$ cat src/rtl/bcd_counter_n.sv
// -----------------------------------------------------------------------------
// bcd_counter_n
//
// Parametrised N-digit BCD up/down counter with synchronous parallel load,
// per-digit load sanitising, terminal-count / wrap indications for cascading
// and an optional saturate mode.
//
// Digit i lives in count[4*i +: 4]; digit 0 is the least significant.
//
// Optional feature macro: BCD_CNT_SAT_EN
//   defined   : sat = 1 makes an enabled step at the terminal value hold the
//               count (all-9s going up, 0 going down) with wrap kept low.
//   undefined : sat is ignored and the counter always wraps around.
//   The port list is identical in both builds.
//
// Parameters:
//   DIGITS    number of BCD digits (>= 1); count width W = 4*DIGITS
//
// Ports:
//   clk       in   1  clock, all state updates on the rising edge
//   rst       in   1  synchronous, active-high reset
//   en        in   1  count enable, one step per enabled cycle
//   up_down   in   1  1 = count up, 0 = count down (sampled every step)
//   load      in   1  synchronous parallel load strobe (beats en)
//   load_val  in   W  value to load, nibble i -> digit i, clamped to 9
//   sat       in   1  saturate-mode select (only with BCD_CNT_SAT_EN)
//   count     out  W  registered counter value
//   tc        out  1  terminal count, combinational from count and up_down
//   wrap      out  1  registered one-cycle pulse while count shows a wrap
//   load_err  out  1  registered one-cycle pulse: last load had a non-BCD nibble
//
// Per-cycle priority: rst > load > en > hold.
// Cascading: the next stage should enable on (en & tc).
// -----------------------------------------------------------------------------
module bcd_counter_n #(
  parameter int DIGITS = 4
) (
  input  logic                clk,
  input  logic                rst,
  input  logic                en,
  input  logic                up_down,
  input  logic                load,
  input  logic [4*DIGITS-1:0] load_val,
  input  logic                sat,
  output logic [4*DIGITS-1:0] count,
  output logic                tc,
  output logic                wrap,
  output logic                load_err
);

  localparam int W = 4 * DIGITS;

  // Candidate next values for a step in each direction.
  logic [W-1:0] stepped_up;
  logic [W-1:0] stepped_down;
  logic [W-1:0] stepped;

  // Whole-counter terminal conditions.
  logic         all_nines;
  logic         all_zeros;
  logic         terminal;

  // Sanitised load value and its error flag.
  logic [W-1:0] load_clamped;
  logic         load_bad;

  // High when an enabled step must hold instead of wrapping.
  logic         sat_hold;

  // ---------------------------------------------------------------------------
  // Step logic. A digit moves only when every lower digit is at its rollover
  // value (9 going up, 0 going down); 'carry'/'borrow' ripple that condition
  // upward. After the last digit they tell whether the whole count is all-9s
  // or all-0s, which is exactly the terminal condition.
  // ---------------------------------------------------------------------------
  always_comb begin : step_logic
    logic       carry;
    logic       borrow;
    logic [3:0] d;
    carry        = 1'b1;
    borrow       = 1'b1;
    d            = 4'd0;
    stepped_up   = '0;
    stepped_down = '0;
    for (int i = 0; i < DIGITS; i++) begin
      d = count[4*i +: 4];

      if (!carry) begin
        stepped_up[4*i +: 4] = d;
      end else if (d == 4'd9) begin
        stepped_up[4*i +: 4] = 4'd0;
      end else begin
        stepped_up[4*i +: 4] = d + 4'd1;
      end

      if (!borrow) begin
        stepped_down[4*i +: 4] = d;
      end else if (d == 4'd0) begin
        stepped_down[4*i +: 4] = 4'd9;
      end else begin
        stepped_down[4*i +: 4] = d - 4'd1;
      end

      carry  = carry  & (d == 4'd9);
      borrow = borrow & (d == 4'd0);
    end
    all_nines = carry;
    all_zeros = borrow;
  end

  assign stepped  = up_down ? stepped_up : stepped_down;
  assign terminal = up_down ? all_nines : all_zeros;

  // tc has no register stage: it follows count and up_down directly so a
  // downstream stage sees it in the same cycle it would be enabled.
  assign tc = terminal;

  // ---------------------------------------------------------------------------
  // Load sanitising: every nibble above 9 is forced to 9 so the counter never
  // holds a non-BCD digit; any such nibble raises the error flag.
  // ---------------------------------------------------------------------------
  always_comb begin : load_sanitise
    logic [3:0] n;
    n            = 4'd0;
    load_clamped = '0;
    load_bad     = 1'b0;
    for (int i = 0; i < DIGITS; i++) begin
      n = load_val[4*i +: 4];
      if (n > 4'd9) begin
        load_clamped[4*i +: 4] = 4'd9;
        load_bad               = 1'b1;
      end else begin
        load_clamped[4*i +: 4] = n;
      end
    end
  end

  // ---------------------------------------------------------------------------
  // Saturation. Only a step taken at the terminal value is affected; such a
  // step would otherwise wrap, so holding also suppresses the wrap pulse.
  // ---------------------------------------------------------------------------
`ifdef BCD_CNT_SAT_EN
  assign sat_hold = sat & terminal;
`else
  logic sat_unused;
  assign sat_unused = sat;
  assign sat_hold   = 1'b0;
`endif

  // ---------------------------------------------------------------------------
  // State register. wrap and load_err are one-cycle pulses, so every branch
  // that does not raise them drives them low.
  // ---------------------------------------------------------------------------
  always_ff @(posedge clk) begin
    if (rst) begin
      count    <= '0;
      wrap     <= 1'b0;
      load_err <= 1'b0;
    end else if (load) begin
      count    <= load_clamped;
      wrap     <= 1'b0;
      load_err <= load_bad;
    end else if (en) begin
      load_err <= 1'b0;
      if (sat_hold) begin
        wrap <= 1'b0;
      end else begin
        count <= stepped;
        // Stepping from the terminal value is by definition a wrap.
        wrap  <= terminal;
      end
    end else begin
      wrap     <= 1'b0;
      load_err <= 1'b0;
    end
  end

endmodule

$ cat config.mk
export PLATFORM = sky130hd
export DESIGN_NAME = bcd_counter_n
export DESIGN_NICKNAME = d
export VERILOG_FILES = /design/src/rtl/bcd_counter_n.sv
export SDC_FILE = /design/constraint.sdc
export NUM_CORES = 1
export LEC_CHECK = 0
export ABC_AREA = 1
export BUFFER_PORTS_ARGS = -buffer_cell sky130_fd_sc_hd__buf_4
export CAP_MARGIN = 10
export CORE_AREA = 2 2 60 62
export DETAILED_ROUTE_END_ITERATION = 7
export DIE_AREA = 0 0 62 64
export PLACE_DENSITY = 0.69
export SYNTH_ARGS = -nofsm -noshare
export SYNTH_HDL_FRONTEND = slang
export SYNTH_SLANG_ARGS = --single-unit
$ cat constraint.sdc
create_clock -name clk -period 1.92 [get_ports clk]
set_input_delay 0.48 -clock clk [delete_from_list [all_inputs] [get_ports clk]]
set_output_delay 0.48 -clock clk [all_outputs]
set_load 0.01 [all_outputs]
---- Word level (Yosys, flattened, before mapping) ----
Index checks and enable logic that the tools add are counted.
cells by class
  muxes and demuxes ....................... 26
  bitwise logic cells ..................... 8
  $mul .................................... 0
  eq/ne operators ......................... 7
  order comparisons ....................... 4
  $add $sub $neg .......................... 8
  reductions and logical operators ........ 13
  shift-type cells ........................ 0
  div/mod/pow operators ................... 0
operator list
  kind                 number
  $mux 4               18
  $mux 16              3
  $add 4x1->4 const B  4
  $eq 4x4->1 const B   4
  $gt 4x4->1 const B   4
  $logic_not 4->1      4
  $sub 4x1->4 const B  4
  $ne 3x1->1 const B   3
  $reduce_and 3->1     3
  $reduce_bool 3->1    3
  $and 1x1->1          6
  $mux 1               5
  $reduce_or 3->1      1
  $not 1->1            2
  $reduce_bool 2->1    1
  $reduce_or 2->1      1
storage, ports and cells
  bits in writable memories ............... 0
  bits in read-only memories .............. 0
  bits in latches ......................... 0
  register bits after elaboration ......... 18
  memories ................................ 0
  output and inout port bits .............. 19
  input port bits ......................... 22

---- Logic depth before layout (Yosys ltp) ----
  word-level depth ........................ 7
  mapped depth ............................ 9
  gate-level depth less buffers ........... 9

---- Worst setup path after synthesis ----
No wires, ideal clock.
  path type ............................... flip-flop to output port
  start ................................... reg count[0]
  end ..................................... out tc
  data required time ...................... 1440 ps
  setup slack ............................. 366 ps
  arrival ................................. 1074 ps
  stages on the path, launching flop included .. 8
  path buffers ............................ 0
  cells stage by stage .................... dfxtp_1 nor2_1 nand2_1 nor2_1 nand2_1 nor2_1 nand2_1 nand2_1
between the ends
  cells in the longest elaborated chain, start to end .. 5
RTL lines
  item                                                RTL line  text
  start: declaration                                  45        output logic [4*DIGITS-1:0] count,
  start signal: assignment                            160       count <= load_clamped;
  start signal: assignment                            168       count <= stepped;
  $eq 4x4->1 or $logic_not 4->1 (tied branches)       104, 105
  $and 1x1->1, on equally long branches (3 in a row)  104, 105
  $mux 1 (*)                                          112       assign terminal = up_down ? all_nines : all_zeros;
  end: declaration                                    46        output logic tc,
Mark *: on every way between the ends. The rest lies on a longest branch, timed or not.

---- Worst setup path in the final report ----
  start ................................... reg count[1]
  end ..................................... out tc
The elaborated chain is that of the path after synthesis.

==> impl_metrics.tcl <==
set metrics [dict create \
    crit_fanout 2 \
    ys_ff_latch 18 \
    cp.arrival_ns 1.45 \
    finalCritPeriodShare_pct 100 \
    vias 1883 \
    core_area_um2 3280 \
    wirelength_um 4380 \
    dieHeight_um 64 \
    seq_area_frac_synth_pct 24.8 \
    p_leak_nw 1.08 \
    cts_htree_levels 1 \
    hold_violations 0 \
    cts-hold-fix-buffers 0 \
    grt_max_degree 19 \
    end_kind "output port" \
    start_util_pct 44.2 \
    route.detailed.drc 0 \
    worstSetupPathType "register to output port" \
    syn-instance-count 259 \
    grt-ovfl-total 0 \
    drv_cap 0 \
    grtUsageTotal_pct 23.7 \
    required_ns 1.44 \
    async_flop_share_pct 0 \
    row_count 21 \
    dp.cells 348 \
    synth_warnings 0 \
    place_congestion 0.917 \
    cts.sinks 18 \
    p_switching_uw 490 \
    multiInputGateArea_um2 1020 \
    startpoint_type "register" \
    swShare_pct 38.9 \
    hold_path_class "primary input to register" \
    dp_hpwl_um 3190 \
    ir_drop_v 0.000265 \
    violations "setup timing" \
    final_common_cell "nand2_1" \
    cts_root_buffer "clkbuf_4" \
    crit_family "simple AND/OR/NAND/NOR gates" \
    cp.buffers_inverters 3 \
    insertion_delay_ns 0.32 \
    netlist_area_um2 1450 \
    area_delta_synth_final_pct 48.3 \
    ioPinCount 41 \
    setup_viol 1 \
    max_freq_mhz 519 \
    clk_path_buf_depth 2 \
    cts_tree "done" \
    die_w_um 62 \
    slew_viol_final 0 \
    power.internal_uw 770 \
    max-slew-margin-rel_pct 75.0 \
    crit_chain "buf_6 > inv_4 > nand2_4 > nor2_4 > nand2_1 > nor2_1 > nand3_1 > nand2_1 > buf_6" \
    finalWorstSetupSlack_ns -0.00836 \
    clock_skew_ns 0.00468 \
    syn_nets 281 \
    first_iter_violations 198 \
    status "complete, but fails checks" \
    grt_first_pass_wirelength_um 7330 \
    postRouteAntennaNets 0 \
    synth_edf_count 0 \
    final_nets 348 \
    regArea_um2 398 \
    ys.flop_type "dfxtp_1" \
    fill_cells 316 \
    dieArea_um2 3970 \
    antennaDiodeCount 0 \
    vias_per_cell 5.08 \
    first_pass_iters 4 \
    wl_per_cell_um 11.8 \
    dp_slack_ns 0.206 \
    clk_pin_slew_ns 0.12 \
    antenna_found_initial 0 \
    grt_pass1_vias 1706 \
    p_per_area_nw_per_um2 585 \
    combPwrFrac_pct 42.0 \
    worst_slew_pin_slew_ns 0.371 \
    cts_inserted_buffers 3 \
    fin_crit_ns 1.93 \
    fin_cells 371 \
    slowest_stage "dfxtp_4" \
    max_stage_delay_ns 0.38 \
    rsz0062_at_grt "yes" \
    portBuffers 39 \
    synth_cell_type_count 25 \
    layout_common_cells "nand2_1, buf_4, nor2_1" \
    syn_avg_cell_area_um2 5.60 \
    p_clk_share_pct 20.5 \
    seqPwrFrac_pct 37.5 \
    drive_above_1_share_pct 35.7 \
]
-- final timing paths --
kind	startpoint	end	cells after the start	slack [ns]
setup / recovery	count[1]	tc	9	-0.008
hold / removal	rst	count[4]	2	0.33
hold reg to reg	count[8]	count[8]	2	0.53
setup reg to reg	count[1]	wrap	14	0.08
-- logic make-up after synthesis --
logic type                share of synthesized area [%]
and+or+nand+nor                                    47.0
DFF                                                24.8
xor gates and xnor gates                           1.21
AOI/OAI and AO/OA                                  16.8
buffers and inverters                              10.2
-- layout make-up --
| class | count | area share (%) |
|---|---|---|
| Multi-Input combinational cell | 202 | 47.4 |
| Timing Repair Buffer | 65 | 23.2 |
| Sequential cell | 18 | 18.5 |
| Inverter | 36 | 6.51 |
| Tap cell | 46 | 2.67 |
| Clock buffer | 4 | 1.69 |
-- through the flow --
| stage | instance area [um2] | TNS, ns | hold slack, ns | total power, mW | util (%) |
|---|---|---|---|---|---|
| after floorplan | 1450 | 0 | 0.532 | 0.738 | - |
| after global placement | 1840 | 0 | 0.536 | 0.903 | 56.1 |
| after detailed placement | 1840 | 0 | 0.534 | 0.904 | 56.1 |
| after CTS | 2030 | -0.0244 | 0.335 | 1.20 | 61.8 |
| after global routing | 2150 | -0.117 | 0.317 | 1.36 | 65.5 |
| final | 2150 | -0.00836 | 0.335 | 1.26 | 65.5 |
-- power by group through the flow --
stage	sequential [mW]	combinational [mW]	clock (mW)
finish	0.472	0.530	0.258
detailed placement	0.466	0.438	0
floorplan	0.477	0.261	0
global placement	0.466	0.437	0
global route	0.479	0.593	0.287
CTS	0.466	0.475	0.262
-- cell usage after synthesis (all sizes together) (2+ instances only) --
| library cell | count | share of area (%) |
|---|---|---|
| nand2 | 78 | 20 |
| nor2 | 48 | 15 |
| inv | 35 | 9.1 |
| nand3 | 26 | 9.7 |
| dfxtp | 18 | 25 |
| o21ai | 16 | 5.5 |
| a21oi | 11 | 3.8 |
| o211ai | 6 | 3.1 |
| a31oi | 4 | 1.7 |
| a22oi | 3 | 1.6 |
| nand4 | 3 | 1.3 |
| nor3 | 3 | 1.0 |
| buf | 2 | 0.60 |
| xor2 | 2 | 1.2 |
-- sequential cells by signal (all words and copies together) (netlist names) --
name / cells
count: 16
load_err: 1
wrap: 1
-- repair_timing --
| action | in CTS | in global routing |
|---|---|---|
| endpoints found under the setup margin | 1 | 2 |
| resized for setup | 29 | 23 |
| pin swaps | 7 | 6 |
| setup buffers | 12 | 7 |
-- routing by layer --
layer	global-route usage [%]	vias to the layer above	part of all wire, %
li1	-	973	-
met1	32.3	831	45
met2	37.8	72	46
met3	3.24	7	7.0
met4	7.45	0	1.7
met5	0	-	0
No activity file was read; power rests on OpenSTA's default activity.
